==> src/rtl/axis_upsizer_32to128_if.sv <==
`default_nettype none
// ============================================================================
// axis_upsizer_32to128_if : narrow AXIS input + packed wide output bundle
// Rev 1.0 - initial release
// ============================================================================
interface axis_upsizer_32to128_if #(
  parameter int IN_WIDTH = 32,
  parameter int RATIO    = 4
);
  logic [IN_WIDTH-1:0]       s_tdata;
  logic                      s_tvalid;
  logic                      s_tready;
  logic                      s_tlast;
  logic                      flush;
  logic [IN_WIDTH*RATIO-1:0] m_tdata;
  logic                      m_tvalid;
  logic                      m_tready;
  logic [RATIO-1:0]          m_tkeep;
  logic                      m_tlast;
  logic [31:0]               words_out;

  // Upsizer side: sinks the narrow stream, sources the packed word
  modport slave (
    input  s_tdata, s_tvalid, s_tlast, flush, m_tready,
    output s_tready, m_tdata, m_tvalid, m_tkeep, m_tlast, words_out
  );

  // Environment side: drives the narrow stream, consumes the packed word
  modport master (
    output s_tdata, s_tvalid, s_tlast, flush, m_tready,
    input  s_tready, m_tdata, m_tvalid, m_tkeep, m_tlast, words_out
  );
endinterface
`default_nettype wire

==> src/rtl/axis_upsizer_32to128.sv <==
`default_nettype none
// ============================================================================
// axis_upsizer_32to128 : packs RATIO narrow AXIS beats into one wide word,
// with tlast/flush early termination and a registered output slot.
// Rev 1.0 - initial release
// ============================================================================
module axis_upsizer_32to128 #(
  parameter int                  IN_WIDTH  = 32,
  parameter int                  RATIO     = 4,
  parameter logic [IN_WIDTH-1:0] PAD_VALUE = '0
) (
  input  logic                   aclk,
  input  logic                   reset,
  axis_upsizer_32to128_if.slave  bus
);
  localparam int                 c_OUT_W     = IN_WIDTH * RATIO;
  localparam int                 c_CNT_W     = (RATIO > 1) ? $clog2(RATIO) : 1;
  localparam logic [c_CNT_W-1:0] c_LAST_LANE = c_CNT_W'(RATIO - 1);

  logic [c_CNT_W-1:0] r_lane_cnt;
  logic               r_flush_pend;
  logic [c_OUT_W-1:0] r_m_tdata;
  logic               r_m_tvalid;
  logic [RATIO-1:0]   r_m_tkeep;
  logic               r_m_tlast;
  logic [31:0]        r_words_out;

  logic               w_free;
  logic               w_s_tready;
  logic               w_accept;
  logic               w_handshake;
  logic               w_flush_req;
  logic               w_close_beat;
  logic               w_close_flush;
  logic               w_close;
  logic [c_OUT_W-1:0] w_word;
  logic [RATIO-1:0]   w_keep;

  assign w_free        = !r_m_tvalid || bus.m_tready;
  assign w_s_tready    = w_free && !reset;
  assign w_accept      = bus.s_tvalid && w_s_tready;
  assign w_handshake   = r_m_tvalid && bus.m_tready;
  assign w_flush_req   = bus.flush || r_flush_pend;
  assign w_close_beat  = w_accept && ((r_lane_cnt == c_LAST_LANE) || bus.s_tlast || w_flush_req);
  assign w_close_flush = !w_accept && w_flush_req && w_free && (r_lane_cnt != '0);
  assign w_close       = w_close_beat || w_close_flush;

  // Per-lane word assembly: stored lanes below the counter, the live beat at
  // the counter, padding above it. The top lane is never stored.
  for (genvar i = 0; i < RATIO; i++) begin : g_lane
    localparam logic [c_CNT_W-1:0] c_IDX = c_CNT_W'(i);
    if (i < RATIO - 1) begin : g_acc
      logic [IN_WIDTH-1:0] r_acc;
      always_ff @(posedge aclk) begin
        if (reset || w_close) begin
          r_acc <= '0;
        end else if (w_accept && (r_lane_cnt == c_IDX)) begin
          r_acc <= bus.s_tdata;
        end
      end
      assign w_word[i*IN_WIDTH +: IN_WIDTH] =
          (c_IDX < r_lane_cnt)                  ? r_acc :
          ((c_IDX == r_lane_cnt) && w_accept)   ? bus.s_tdata : PAD_VALUE;
    end else begin : g_top
      assign w_word[i*IN_WIDTH +: IN_WIDTH] =
          ((c_IDX == r_lane_cnt) && w_accept) ? bus.s_tdata : PAD_VALUE;
    end
    assign w_keep[i] = (c_IDX < r_lane_cnt) || ((c_IDX == r_lane_cnt) && w_accept);
  end

  always_ff @(posedge aclk) begin
    if (reset) begin
      r_lane_cnt   <= '0;
      r_flush_pend <= 1'b0;
      r_m_tdata    <= '0;
      r_m_tvalid   <= 1'b0;
      r_m_tkeep    <= '0;
      r_m_tlast    <= 1'b0;
      r_words_out  <= '0;
    end else begin
      if (w_close) begin
        r_m_tdata  <= w_word;
        r_m_tkeep  <= w_keep;
        r_m_tlast  <= w_close_beat && bus.s_tlast;
        r_m_tvalid <= 1'b1;
        r_lane_cnt <= '0;
      end else begin
        if (w_handshake) begin
          r_m_tvalid <= 1'b0;
        end
        if (w_accept) begin
          r_lane_cnt <= r_lane_cnt + c_CNT_W'(1);
        end
      end

      if (w_handshake) begin
        r_words_out <= r_words_out + 32'd1;
      end

      // A flush that cannot issue because the slot is occupied waits here
      if (bus.flush && !w_free && (r_lane_cnt != '0)) begin
        r_flush_pend <= 1'b1;
      end else if (w_free) begin
        r_flush_pend <= 1'b0;
      end
    end
  end

  assign bus.s_tready  = w_s_tready;
  assign bus.m_tdata   = r_m_tdata;
  assign bus.m_tvalid  = r_m_tvalid;
  assign bus.m_tkeep   = r_m_tkeep;
  assign bus.m_tlast   = r_m_tlast;
  assign bus.words_out = r_words_out;
endmodule
`default_nettype wire

==> src/flat_wrapper.sv <==
// flat-port wrapper written by rule: the top's interface ports become plain ports
module axis_upsizer_32to128_flat 
#(
  parameter int                  IN_WIDTH  = 32,
  parameter int                  RATIO     = 4,
  parameter logic [IN_WIDTH-1:0] PAD_VALUE = '0
)
  (aclk, reset, bus_s_tdata, bus_s_tvalid, bus_s_tlast, bus_flush, bus_m_tready, bus_s_tready, bus_m_tdata, bus_m_tvalid, bus_m_tkeep, bus_m_tlast, bus_words_out);
  axis_upsizer_32to128_if #(.IN_WIDTH(IN_WIDTH), .RATIO(RATIO)) bus_i ();
  input  logic aclk;
  input  logic reset;
  input wire logic [$bits(bus_i.s_tdata)-1:0] bus_s_tdata;
  input wire logic [$bits(bus_i.s_tvalid)-1:0] bus_s_tvalid;
  input wire logic [$bits(bus_i.s_tlast)-1:0] bus_s_tlast;
  input wire logic [$bits(bus_i.flush)-1:0] bus_flush;
  input wire logic [$bits(bus_i.m_tready)-1:0] bus_m_tready;
  output wire logic [$bits(bus_i.s_tready)-1:0] bus_s_tready;
  output wire logic [$bits(bus_i.m_tdata)-1:0] bus_m_tdata;
  output wire logic [$bits(bus_i.m_tvalid)-1:0] bus_m_tvalid;
  output wire logic [$bits(bus_i.m_tkeep)-1:0] bus_m_tkeep;
  output wire logic [$bits(bus_i.m_tlast)-1:0] bus_m_tlast;
  output wire logic [$bits(bus_i.words_out)-1:0] bus_words_out;
  assign bus_i.s_tdata = bus_s_tdata;
  assign bus_i.s_tvalid = bus_s_tvalid;
  assign bus_i.s_tlast = bus_s_tlast;
  assign bus_i.flush = bus_flush;
  assign bus_i.m_tready = bus_m_tready;
  assign bus_s_tready = bus_i.s_tready;
  assign bus_m_tdata = bus_i.m_tdata;
  assign bus_m_tvalid = bus_i.m_tvalid;
  assign bus_m_tkeep = bus_i.m_tkeep;
  assign bus_m_tlast = bus_i.m_tlast;
  assign bus_words_out = bus_i.words_out;
  axis_upsizer_32to128 #(.IN_WIDTH(IN_WIDTH), .RATIO(RATIO), .PAD_VALUE(PAD_VALUE)) u_core (.aclk(aclk), .reset(reset), .bus(bus_i));
endmodule
==> config.mk <==
export PLATFORM = sky130hd
export DESIGN_NAME = axis_upsizer_32to128_flat
export DESIGN_NICKNAME = d
export VERILOG_FILES = /design/src/rtl/axis_upsizer_32to128_if.sv /design/src/rtl/axis_upsizer_32to128.sv /design/src/flat_wrapper.sv
export SDC_FILE = /design/constraint.sdc
export NUM_CORES = 1
export LEC_CHECK = 0
export CAP_MARGIN = 10
export CORE_MARGIN = 5
export CORE_UTILIZATION = 31
export DETAILED_ROUTE_END_ITERATION = 7
export PLACE_DENSITY = 0.58
export SETUP_SLACK_MARGIN = 0.15
export SLEW_MARGIN = 10
export SYNTH_ARGS = -nofsm -noshare
export SYNTH_HDL_FRONTEND = slang
export SYNTH_SLANG_ARGS = --single-unit
export TNS_END_PERCENT = 5
==> constraint.sdc <==
create_clock -name aclk -period 2 [get_ports aclk]
set_input_delay 0.2 -clock aclk [delete_from_list [all_inputs] [get_ports aclk]]
set_output_delay 0.2 -clock aclk [all_outputs]
set_load 0.005 [all_outputs]
**Word level (Yosys, flattened, before mapping)**

Cells that the tools add are included.
Widths: inputs -> output; s select.

- Register bits: 265
- Input bits: 38
- Output and inout bits: 167
- Word-level logic and storage cells: 68

- Add/sub/neg operators: 2
- Order comparisons: 4
- Eq/ne operators: 6
- Multiplexer cells: 11
- Reductions and logical operators: 35

Operators with widths:

| operator | number |
|---|---|
| $mux 32 | 7 |
| $add 32x1->32 const B | 1 |
| $logic_and 1x1->1 | 16 |
| $logic_or 1x1->1 | 10 |
| $reduce_bool 2->1 | 3 |
| $eq 2x2->1 const A | 2 |
| $eq 2x2->1 const B | 2 |
| $logic_not 1->1 | 4 |
| $lt 1x2->1 const A | 2 |
| $lt 2x2->1 const A | 2 |
| $mux 1 | 4 |
| $add 2x1->2 const B | 1 |
| $eq 1x2->1 const A | 1 |
| $eq 2x1->1 const B | 1 |
| $logic_not 2->1 | 1 |
| $reduce_or 2->1 | 1 |

**Depth between registers and ports, before layout**

- Depth in word-level cells: 10
- Depth in mapped cells: 9
- Gate-level depth less buffers: 6

**Least setup slack after synthesis**

Ideal clock, no wire load.

- Kind: register to register
- Start point: register u_core.r_lane_cnt[1]
- End point: register u_core.r_m_tdata[10], in the netlist u_core.bus.m_tdata[10]
- Library setup time: 0.070 ns
- Arrival: 1.880 ns
- Data required time: 1.930 ns
- Path slack: 0.050 ns
- Stages on the path, launching flop included: 9
- Path buffers: 2
- Period minus slack after synthesis: 1.950 ns
- Path through: dfxtp_1 -> clkbuf_1 -> inv_1 -> ha_1 -> clkinv_1 -> nor4_4 -> clkbuf_1 -> a22oi_1 -> o2bb2ai_1

- Longest elaborated chain between the ends: 5
- Elaborated cells on any way between the ends: 12
- Classes of those cells: 1 x order compare; 1 x eq/ne; 2 x mux; 8 x reduce/logical

Ends and longest elaborated chain:

| element | RTL line | source |
|---|---|---|
| start: declaration | axis_upsizer_32to128.sv:20 | `logic [c_CNT_W-1:0] r_lane_cnt;` |
| start signal: assignment | axis_upsizer_32to128.sv:92 | `r_lane_cnt <= r_lane_cnt + c_CNT_W'(1);` |
| $eq 2x2->1 | axis_upsizer_32to128.sv:44 | `assign w_close_beat = w_accept && ((r_lane_cnt == c_LAST_LANE) \|\| bus.s_tlast \|\| w_flush_req);` |
| $logic_or 1x1->1 (2 in a row) | axis_upsizer_32to128.sv:44 |  |
| $logic_and 1x1->1 | axis_upsizer_32to128.sv:44 |  |
| $logic_or 1x1->1 | axis_upsizer_32to128.sv:46 | `assign w_close = w_close_beat \|\| w_close_flush;` |
| end signal: assignment | axis_upsizer_32to128.sv:82 | `r_m_tdata <= w_word;` |
| end: declaration | axis_upsizer_32to128.sv:22 | `logic [c_OUT_W-1:0] r_m_tdata;` |

Parallel ways exist; a longest one is shown, timed or not.
A chain may end at the register's enable or synchronous reset.

**Final worst setup path**

- Start point: register u_core.r_lane_cnt[0]
- End point: register u_core.r_m_tdata[14], in the netlist u_core.bus.m_tdata[14]

Same word-level chain as after synthesis.

==> results.json <==
{
  "outcome": "finished, final reports clean",
  "ios": 205,
  "max_stage_delay_ps": 350,
  "drc": 0,
  "fin_crit_sh": 0.9175,
  "clk_latency_ps": 540,
  "grt_antenna_before_repair": 0,
  "synth-seq-area-share": 0.5293,
  "register_area_sq_um": 5314,
  "n_fill_cell": 3016,
  "syn_nets": 1093,
  "drt-pass1-iter-count": 8,
  "die-area_sq_um": 36030,
  "ys_top_cells_by_area": "dfxtp_1 (53%), o2bb2ai_1 (8.6%), nand2_1 (7.6%)",
  "relSlewSlack": 0.6820,
  "first_iter_violations": 630,
  "wire_per_inst_um": 19.10,
  "finalCriticalPeriod_ps": 1835,
  "path_max_fanout": 46,
  "grt_first_pass_wirelength_mm": 49.25,
  "irDropWorstVdd_uv": 538.0,
  "place_area_sq_um": 12910,
  "drive_above_1_share": 0.1351,
  "synthesis.area_sq_um": 10020,
  "dp_hpwl_mm": 20.23,
  "fin_nets": 1312,
  "cts-root-buf": "clkbuf_16",
  "n_antenna_cell": 0,
  "io_buffers": 204,
  "cts_buffers": 29,
  "area_growth_pct": 40.53,
  "holdWs_ps": 228.5,
  "powerDensity_nw_per_um2": 810.5,
  "start_kind": "flip-flop",
  "synthFlopType": "dfxtp_1",
  "worstMarginPinSlew_ps": 477.0,
  "clockBufferDepth": 3,
  "fin_skew_ps": 9.027,
  "gp_congestion": 0.7762,
  "multi_input_area_sq_um": 4368,
  "cts_tree": "built",
  "crit_required_ps": 2410,
  "crit_arrival_ps": 2250,
  "synth_area_leader_cell": "dfxtp_1",
  "crit_type": "flip-flop to flip-flop",
  "rsz0062_at_grt": "yes",
  "ant_nets": 0,
  "slew_violations": 0,
  "fin_cells": 1690,
  "ys_ff_latch": 265,
  "yosysWarnings": 0,
  "synth_top_area_share": 0.5293,
  "leakage_nw": 4.586,
  "grt_pass1_vias": 8628,
  "clkTransAtPathRegs_ps": 60,
  "wirelength_mm": 32.28,
  "fin_total_pwr_mw": 11.42,
  "overflow": 0,
  "setup_viol": 0,
  "end_kind": "flip-flop",
  "max_clock_freq_mhz": 545.0,
  "grt.total_usage": 0.1659,
  "fp.dieH_um": 189.8,
  "core_sq_um": 31720,
  "hold_violations": 0,
  "synth_cell_types": 44,
  "setup_tns_ps": 0,
  "path_cells": "inv_1, ha_2, a211oi_2, buf_4, o21ai_4, buf_12, o2bb2ai_1",
  "grt_max_degree": 55,
  "synthCells": 1050,
  "vias": 8766,
  "slowest_stage": "dfxtp_2",
  "synth-edff-count": 0,
  "final_design_area_no_fill_sq_um": 14090,
  "hold_path.class": "input port to flip-flop",
  "initial_core_util": 0.3160,
  "dp.cells": 1628,
  "cap_violations": 0,
  "syn_avg_cell_area_sq_um": 9.546,
  "routed_via_density": 5.187,
  "cts.sinks": 265,
  "die_x_um": 189.8,
  "rows": 65,
  "async_flop_share": 0,
  "htreeDepth": 1
}
worst max-delay path: cells and delay by family, from the launching register on:
kind / cells / cell delay, ps
adder cells (fa/ha/maj): 1 / 230
buffers and inverters: 3 / 560
flip-flops: 1 / 350
AO/OA/AOI/OAI: 3 / 520
through the flow:
| stage | util | setup slack, ps |
|---|---|---|
| 6_report | 0.4441 | 165.1 |
| 5_1_grt | 0.4441 | 36.05 |
| 4_1_cts | 0.4374 | 22.69 |
| 3_5_place_dp | 0.4071 | -401.0 |
| 3_3_place_gp | 0.4071 | -425.9 |
| 2_1_floorplan | - | 127.0 |
metal layers:
| metal | routed length, um | part of all wire | up-vias | GRT usage |
|---|---|---|---|---|
| met3 | 2195 | 0.068 | 38 | 0.04367 |
| met1 | 15200 | 0.47 | 4239 | 0.2279 |
| met2 | 14390 | 0.45 | 222 | 0.2648 |
| met4 | 502 | 0.016 | 0 | 0.03450 |
| li1 | - | - | 4267 | - |
| met5 | 0 | 0 | - | 0 |
kinds of logic (layout without fill, tap and decap cells):
family,Yosys count,after routing,synth area share
xor gates and xnor gates,11,11,0.009613
adders and majority gates,5,5,0.006241
muxes,5,5,0.005492
and+or+nand+nor,297,297,0.1357
AOI/OAI and AO/OA,365,365,0.2684
buffers and inverters,102,340,0.04531
DFF,265,265,0.5293
synth_stat cells (6+ instances only):
cell type    n
nand3_1     11
o31ai_1     10
nor2_1      20
clkbuf_1    60
a22oi_1     96
nand4_1     12
o21ai_0      6
o2bb2ai_1   98
a21oi_1     92
xor2_1       9
and4_1       8
or4_1       10
nor4_1       7
a22o_1      33
buf_2       26
dfxtp_1    265
a21oi_2     20
nand2_1    203
sequential cells by signal, indices dropped and copies added, names as in the netlist:
register and flops:
u_core.bus.words_out 32, u_core.bus.m_tdata 128, u_core.g_lane.g_acc.r_acc 96, u_core.r_lane_cnt 2
u_core.r_flush_pend 1, u_core.bus.m_tvalid 1, u_core.bus.m_tkeep 4, u_core.bus.m_tlast 1
layout by cell type, fill, tap and decap left out, drive strengths merged, types with 3 or more instances in the layout:
master	n
nor2	20
nand3	11
o31a	3
nor2b	5
o31ai	10
and3	3
nand4	13
clkinv	7
clkbuf	46
ha	5
a22oi	96
nor3	3
mux2	4
inv	5
or3	5
xor2	9
o2bb2ai	98
a22o	33
o21a	4
dfxtp	265
clkdlybuf4s50	202
or4	10
nand2	203
nor4	11
buf	76
o21ai	7
and4	8
nand2b	3
a21oi	112
area by class of cell:
type                            count  share of cell area
Sequential cell                   265              0.3772
Multi-Input combinational cell    683              0.3101
Timing Repair Buffer              283              0.2090
Clock buffer                       43             0.06165
Tap cell                          402             0.03571
Clock inverter                      7            0.004441
Inverter                            7            0.001865
power by group:
| part | switching, mW | internal, mW |
|---|---|---|
| Sequential | 0.0356 | 5.34 |
| Clock | 2.11 | 3.10 |
| Combinational | 0.518 | 0.319 |
| Total | 2.66 | 8.75 |
final timing paths:
path,start,endpoint,slack [ps],cells after the start
min,reset,u_core.bus.words_out[25]$_SDFFE_PP0P_,230,3
min reg2reg,u_core.g_lane[2].g_acc.r_acc[31]$_SDFFE_PP0P_,u_core.g_lane[2].g_acc.r_acc[31]$_SDFFE_PP0P_,450,2
max reg2reg,u_core.r_lane_cnt[0]$_SDFFE_PP0P_,u_core.bus.m_tdata[14]$_SDFFE_PP0P_,170,7
max,u_core.r_lane_cnt[0]$_SDFFE_PP0P_,u_core.bus.m_tdata[14]$_SDFFE_PP0P_,170,7
repair_timing:
action | CTS | global route
buffers inserted | 3 | 4
pin swaps | 1 | 4
cloned | 0 | 4
endpoints found under the setup margin | 168 | 225
resized for setup | 0 | 25
hold buffers | 1 | 0
hold endpoints to repair | 1 | 0
Note: power is estimated with default switching activity, not from simulation.
